$ cat src/rtl/qspi_pkg.sv
// rtl/qspi_pkg.sv - shared types, opcodes and timing helper for the QSPI XIP controller
package qspi_pkg;

    typedef enum logic [2:0] {
        IDLE,
        CMD,
        ADDR,
        DUMMY,
        DATA,
        RESP,
        HOLD,
        CSHIGH
    } qspi_state_e;

    localparam logic [7:0] QSPI_CMD_FAST_READ     = 8'h0B;
    localparam logic [7:0] QSPI_CMD_QUAD_OUT_READ = 8'h6B;

    // SCK periods of one full read transaction (command + address + dummy + data)
    function automatic int unsigned qspi_nsck(input int unsigned addr_w, input int unsigned data_w,
                                              input int unsigned dummy, input bit quad);
        return 8 + addr_w + dummy + (quad ? data_w / 4 : data_w);
    endfunction

endpackage

$ cat src/rtl/qspi_sck_gen.sv
// rtl/qspi_sck_gen.sv - SCK divider with one-cycle rise/fall strobes, held low when disabled
module qspi_sck_gen #(
    parameter int ClkDiv = 1
) (
    input  logic clk_i,
    input  logic rst_i,
    input  logic en,
    output logic sck,
    output logic rise,
    output logic fall
);

    localparam int CntW = (ClkDiv > 1) ? $clog2(ClkDiv) : 1;

    logic [CntW-1:0] cnt;
    logic            tick;

    // rise/fall flag the clk_i edge at which SCK changes level
    assign tick = en && (cnt == CntW'(ClkDiv - 1));
    assign rise = tick && !sck;
    assign fall = tick && sck;

    always_ff @(posedge clk_i) begin
        if (rst_i || !en) begin
            cnt <= '0;
            sck <= 1'b0;
        end else if (tick) begin
            cnt <= '0;
            sck <= ~sck;
        end else begin
            cnt <= cnt + 1'b1;
        end
    end

endmodule

$ cat src/rtl/qspi_xip_ctrl.sv
// rtl/qspi_xip_ctrl.sv - read-only QSPI execute-in-place controller with sequential-burst continuation
module qspi_xip_ctrl
    import qspi_pkg::*;
#(
    parameter int AddrW        = 24,
    parameter int DataW        = 32,
    parameter int DummyCycles  = 8,
    parameter int ClkDiv       = 1,
    parameter int QuadData     = 1,
    parameter int HoldCycles   = 16,
    parameter int CsHighCycles = 2
) (
    input  logic             clk_i,
    input  logic             rst_i,
    input  logic             req_i,
    input  logic             we_i,
    input  logic [AddrW-1:0] addr_i,
    output logic             gnt_o,
    output logic             rvalid_o,
    output logic [DataW-1:0] rdata_o,
    output logic             rerror_o,
    output logic             busy_o,
    input  logic [3:0]       qspi_i,
    output logic [3:0]       qspi_o,
    output logic [3:0]       qspi_oe,
    output logic             qspi_csb,
    output logic             qspi_clk
);

    localparam int         ByteW  = DataW / 8;
    localparam int         NData  = (QuadData != 0) ? DataW / 4 : DataW;
    localparam int         TxW    = 8 + AddrW;
    localparam int         CntW   = 16;
    localparam logic [7:0] Opcode = (QuadData != 0) ? QSPI_CMD_QUAD_OUT_READ : QSPI_CMD_FAST_READ;
    localparam int         CsLoad = (CsHighCycles > 0) ? CsHighCycles - 1 : 0;

    qspi_state_e      state, state_n;
    logic [CntW-1:0]  bit_cnt;
    logic [CntW-1:0]  cnt;
    logic [TxW-1:0]   tx_sr;
    logic [DataW-1:0] rx_sr;
    logic [DataW-1:0] rx_le;
    logic [AddrW-1:0] last_addr;
    logic [AddrW-1:0] addr_al;
    logic [AddrW-1:0] seq_next;
    logic             seq_match;
    logic             sck_en, rise, fall, drive;

    assign addr_al   = addr_i & ~AddrW'(ByteW - 1);
    assign seq_next  = last_addr + AddrW'(ByteW);
    // a wrap to address 0 never continues the burst
    assign seq_match = !we_i && (addr_al == seq_next) && (seq_next != '0);

    assign sck_en   = (state == CMD) || (state == ADDR) || (state == DUMMY) || (state == DATA);
    assign drive    = (state == CMD) || (state == ADDR);
    assign qspi_o   = {3'b000, drive & tx_sr[TxW-1]};
    assign qspi_oe  = {3'b000, drive};
    assign qspi_csb = (state == IDLE) || (state == CSHIGH);
    assign busy_o   = (state != IDLE);

    qspi_sck_gen #(.ClkDiv(ClkDiv)) u_sck_gen (
        .clk_i (clk_i),
        .rst_i (rst_i),
        .en    (sck_en),
        .sck   (qspi_clk),
        .rise  (rise),
        .fall  (fall)
    );

    always_comb begin
        state_n = state;
        gnt_o   = 1'b0;
        unique case (state)
            IDLE: if (req_i) begin
                gnt_o = 1'b1;
                if (!we_i) state_n = CMD;
            end
            CMD:   if (fall && bit_cnt == CntW'(7)) state_n = ADDR;
            ADDR:  if (fall && bit_cnt == CntW'(AddrW - 1)) state_n = (DummyCycles > 0) ? DUMMY : DATA;
            DUMMY: if (fall && bit_cnt == CntW'(DummyCycles - 1)) state_n = DATA;
            DATA:  if (fall && bit_cnt == CntW'(NData - 1)) state_n = RESP;
            RESP:  state_n = HOLD;
            HOLD: begin
                if (req_i && seq_match) begin
                    gnt_o   = 1'b1;
                    state_n = DATA;
                end else if (req_i || cnt <= CntW'(1)) begin
                    state_n = CSHIGH;
                end
            end
            CSHIGH: if (cnt == '0) state_n = IDLE;
            default: state_n = IDLE;
        endcase
        if (rst_i) gnt_o = 1'b0;
    end

    // first byte on the wire lands in the top of rx_sr; repack little-endian
    always_comb begin
        rx_le = '0;
        for (int i = 0; i < ByteW; i++) begin
            rx_le[8*i +: 8] = rx_sr[DataW-1-8*i -: 8];
        end
    end

    always_ff @(posedge clk_i) begin
        if (rst_i) begin
            state     <= IDLE;
            bit_cnt   <= '0;
            cnt       <= '0;
            tx_sr     <= '0;
            rx_sr     <= '0;
            last_addr <= '0;
            rvalid_o  <= 1'b0;
            rerror_o  <= 1'b0;
            rdata_o   <= '0;
        end else begin
            state    <= state_n;
            rvalid_o <= 1'b0;
            rerror_o <= 1'b0;

            if (state != state_n) bit_cnt <= '0;
            else if (fall)        bit_cnt <= bit_cnt + 1'b1;

            if (gnt_o && !we_i) begin
                last_addr <= addr_al;
                tx_sr     <= {Opcode, addr_al};
            end else if (fall && drive) begin
                tx_sr <= tx_sr << 1;
            end

            if (rise && state == DATA) begin
                rx_sr <= (QuadData != 0) ? {rx_sr[DataW-5:0], qspi_i}
                                         : {rx_sr[DataW-2:0], qspi_i[1]};
            end

            if (gnt_o && we_i) begin
                rvalid_o <= 1'b1;
                rerror_o <= 1'b1;
                rdata_o  <= '0;
            end

            if (state == RESP) begin
                rvalid_o <= 1'b1;
                rdata_o  <= rx_le;
                cnt      <= CntW'(HoldCycles);
            end else if (state == HOLD) begin
                cnt <= (state_n == CSHIGH) ? CntW'(CsLoad) : cnt - 1'b1;
            end else if (state == CSHIGH) begin
                cnt <= cnt - 1'b1;
            end
        end
    end

endmodule
$ cat config.mk
export PLATFORM = sky130hd
export DESIGN_NAME = qspi_xip_ctrl
export DESIGN_NICKNAME = d
export VERILOG_FILES = /design/src/rtl/qspi_pkg.sv /design/src/rtl/qspi_sck_gen.sv /design/src/rtl/qspi_xip_ctrl.sv
export SDC_FILE = /design/constraint.sdc
export NUM_CORES = 1
export LEC_CHECK = 0
export CORE_MARGIN = 4
export CORE_UTILIZATION = 31
export DETAILED_ROUTE_END_ITERATION = 10
export GPL_TIMING_DRIVEN = 0
export PLACE_DENSITY_LB_ADDON = 0.2
export SETUP_SLACK_MARGIN = 0.5
export SKIP_CTS_REPAIR_TIMING = 1
export SYNTH_ARGS = -nofsm -noshare
export SYNTH_HDL_FRONTEND = slang
export SYNTH_SLANG_ARGS = --single-unit
$ cat constraint.sdc
create_clock -name clk_i -period 8.34 [get_ports clk_i]
set_input_delay 0.834 -clock clk_i [delete_from_list [all_inputs] [get_ports clk_i]]
set_output_delay 0.834 -clock clk_i [all_outputs]
set_load 0.01 [all_outputs]
==> flow_summary_export.csv <==
group,metric,value,unit
floorplan,rows,57,
yosys,synth_top_area_frac,0.408,
global_route,first_global_vias,6357,
yosys,yosys_warnings,0,
yosys,syn_avg_cell_area,8.58,µm²
critical_path,reg2reg_from,"last_addr[2]$_SDFFE_PP0P_",
clock_network,cts.sinks,155,
min_path,hold_path_end,"rx_sr[29]$_SDFFE_PP0P_",
final_layout,layout-drive-gt1-share,0.0886,
final_layout,diodes,0,
final_layout,stdcell_area,9340,µm²
placed_design,placed_area,8720,µm²
critical_path,slowest_stage,"nor4_2",
critical_path,r2r_slack,4.50,ns
critical_path,worstPathBufferInverterCount,1,
critical_path,worstPathCellList,"ha_1, nand3_2, nor4_4, a21oi_1, o21ai_0, nand4_1, nor4_2, nand2_1, a21oi_1, clkdlybuf4s50_1",
timing,clock_skew,0.00899,ns
clock_network,numCtsBuffers,17,
placed_design,gp_congestion,0.878,
critical_path,worst_path_most_repeated_cell,"a21oi_1",
clock_network,path_clk_slew,0.08,ns
drt,drt-wirelength-per-cell,15.6,µm
clock_network,htree_num_levels,4,
critical_path,worst_setup_path_start_kind,"flip-flop",
critical_path,required,7.51,ns
pwr,power.switching,0.000470,W
yosys,synth_edf_count,0,
pwr,p_leak,3.23,nW
yosys,syn_inst,886,
global_route,grt_util_all_layers,0.156,
floorplan,core,24200,µm²
pwr,irDropWorstVdd,143,µV
pwr,power_density,181,nW/µm²
timing,rsz0062_at_grt,"false",
yosys,synth_most_common_cell,"dfxtp_1",
drt,routed_wl,20600,µm
drt,first_pass_iters,5,
timing,setup_ws,3.18,ns
critical_path,crit_fanout,9,
timing,maxSlewHeadroom,0.480,
min_path,holdCritStartpoint,"rx_sr[29]$_SDFFE_PP0P_",
timing,finalCritPeriodShare,0.618,
floorplan,die_w,165,µm
outcome,status,"complete, no violations",
drt,drtIter0Drc,431,
timing,hold_viol_final,0,
yosys,synthTopCellsByArea,"dfxtp_1 (41%), nand2_1 (5.8%), xnor2_1 (5.8%)",
critical_path,crit_arrival,4.32,ns
timing,drv_slew,0,
global_route,antenna_found_initial,0,
yosys,synth_flop_cell,"dfxtp_1",
flow_run,cap_violations,0,
floorplan,start_util,0.314,
drt,drc,0,
drt,vias_per_cell,5.00,
critical_path,reg2reg_depth,10,
critical_path,end_kind,"primary output",
clock_network,cts_tree,"done",
timing,totalNegativeSetupSlack,0,ns
clock_network,clk_latency,0.43,ns
pwr,internal_power,0.00122,W
yosys,syn_area,7600,µm²
critical_path,slowest_delay,0.67,ns
min_path,worst_hold_path.num_cells,2,
timing,tightest_slew,0.774,ns
placed_design,io_buffers,69,
timing,post-route-min-period,5.16,ns
drt,antenna_left,0,
global_route,grt_start_max_net_pins,20,
yosys,synthDistinctLibCells,68,
yosys,ys_seq_elements,155,
clock_network,clock_path_buffers,2,
critical_path,cp_top_family,"simple AND/OR/NAND/NOR gates",
floorplan,io-pin-count,78,
placed_design,place_ws,3.35,ns
floorplan,dieArea,27100,µm²
floorplan,die_h,165,µm
global_route,grt_pass1_wl,33700,µm
pwr,p_sw_frac,0.278,
yosys,seq_area_frac_synth,0.408,
pwr,p_seq_frac,0.451,
yosys,synthArstFlopShare,0,
placed_design,dp_hpwl,15300,µm
drt,vias,6589,
yosys,synth_largest_area_cell,"dfxtp_1",
pwr,pwr-share-comb,0.085,
final_layout,nets,1017,
pwr,p_clk_frac,0.464,
timing,finalSetupViolCount,0,
final_layout,area_growth,22.9,%
min_path,min_path_type,"reg -> reg",
critical_path,path_class,"reg -> out",
clock_network,root_buffer,"clkbuf_16",
critical_path,reg2reg_to,"bit_cnt[8]$_SDFFE_PP0P_",
global_route,grt-ovfl-total,0,
timing,maxClockFrequency,0.194,GHz
yosys,synth_common_cells,"dfxtp_1 (155), nand2_1 (118), a21oi_1 (58)",
## kinds of logic after synthesis
| logic type | count (synthesis) | synth area share |
|---|---|---|
| xor gates and xnor gates | 69 | 0.0823 |
| and+or+nand+nor | 329 | 0.217 |
| adders and majority gates | 5 | 0.00823 |
| muxes | 35 | 0.0462 |
| AOI/OAI and AO/OA | 201 | 0.182 |
| other | 1 | 0.000493 |
| DFF | 155 | 0.408 |
| buffers and inverters | 91 | 0.0558 |
## cell type report
type / count / area (µm²)
clock buffers: 17 / 425
plain buffers: 76 / 368
well taps: 324 / 405
repair buffers: 69 / 691
multi-input cells: 646 / 4100
clock inverters: 15 / 195
inverters: 15 / 56.3
fillers: 2555 / 14900
flip-flops and latches: 155 / 3100
## layout by cell type (no fill, tap or decap), drive strengths merged, types with 7 or more instances in the layout
| cell | instances |
|---|---|
| dfxtp | 155 |
| nand2 | 119 |
| clkdlybuf4s50 | 69 |
| clkbuf | 61 |
| a21oi | 58 |
| nor2 | 54 |
| xnor2 | 51 |
| nand3 | 39 |
| mux2i | 34 |
| a22o | 32 |
| buf | 32 |
| o21ai | 30 |
| nor3 | 25 |
| o31ai | 25 |
| o211ai | 24 |
| nor4 | 24 |
| inv | 21 |
| xor2 | 17 |
| nand4 | 15 |
| and3 | 14 |
| nand2b | 8 |
| clkinv | 8 |
| conb | 7 |
| or2 | 7 |
## flip-flops by register name (all words and copies together) (netlist names)
name           cells
rvalid_o           1
tx_sr             30
state              3
rerror_o           1
u_sck_gen.sck      1
rx_sr             32
rdata_o           32
last_addr         22
cnt               16
bit_cnt           16
u_sck_gen.cnt      1
## worst max-delay path by stage
stage | startpoint | slack [ns] | endpoint | cells after the start
6_report | last_addr[2]$_SDFFE_PP0P_ | 3.18 | gnt_o | 10
5_1_grt | last_addr[2]$_SDFFE_PP0P_ | 2.92 | gnt_o | 10
4_1_cts | last_addr[2]$_SDFFE_PP0P_ | 3.22 | gnt_o | 10
3_5_place_dp | addr_i[8] | 3.35 | gnt_o | 10
3_3_place_gp | addr_i[8] | 3.27 | gnt_o | 10
2_1_floorplan | last_addr[2]$_SDFFE_PP0P_ | 4.97 | gnt_o | 10
## worst min-delay path: cells and delay by family (launching register included)
kind / cells / cell delay [ns]
DFF: 1 / 0.31
and+or+nand+nor: 1 / 0.05
AOI/OAI and AO/OA: 1 / 0.05
## power groups by stage
stage | combinational, W | sequential [W] | clock (W)
2_1_floorplan | 0.0000916 | 0.000778 | 0
3_3_place_gp | 0.000143 | 0.000780 | 0
3_5_place_dp | 0.000143 | 0.000780 | 0
4_1_cts | 0.000143 | 0.000763 | 0.000807
5_1_grt | 0.000158 | 0.000764 | 0.000846
6_report | 0.000144 | 0.000763 | 0.000785
## through the flow
step,hold WS [ns],utilization,total power [W],cells
3_3_place_gp,0.450,0.360,0.000922,1285
5_1_grt,0.489,0.385,0.00177,1317
4_1_cts,0.465,0.385,0.00171,1317
2_1_floorplan,0.437,-,0.000869,892
3_5_place_dp,0.455,0.360,0.000923,1285
6_report,0.460,0.385,0.00169,1317
## routing by layer
layer | up-vias | routed length [µm] | track usage
met3 | 18 | 836 | 0.0357
met2 | 112 | 9110 | 0.241
met1 | 3100 | 10400 | 0.218
met4 | 0 | 252 | 0.0412
met5 | - | 0 | 0
li1 | 3359 | - | -
(Power assumes the default switching activity.)
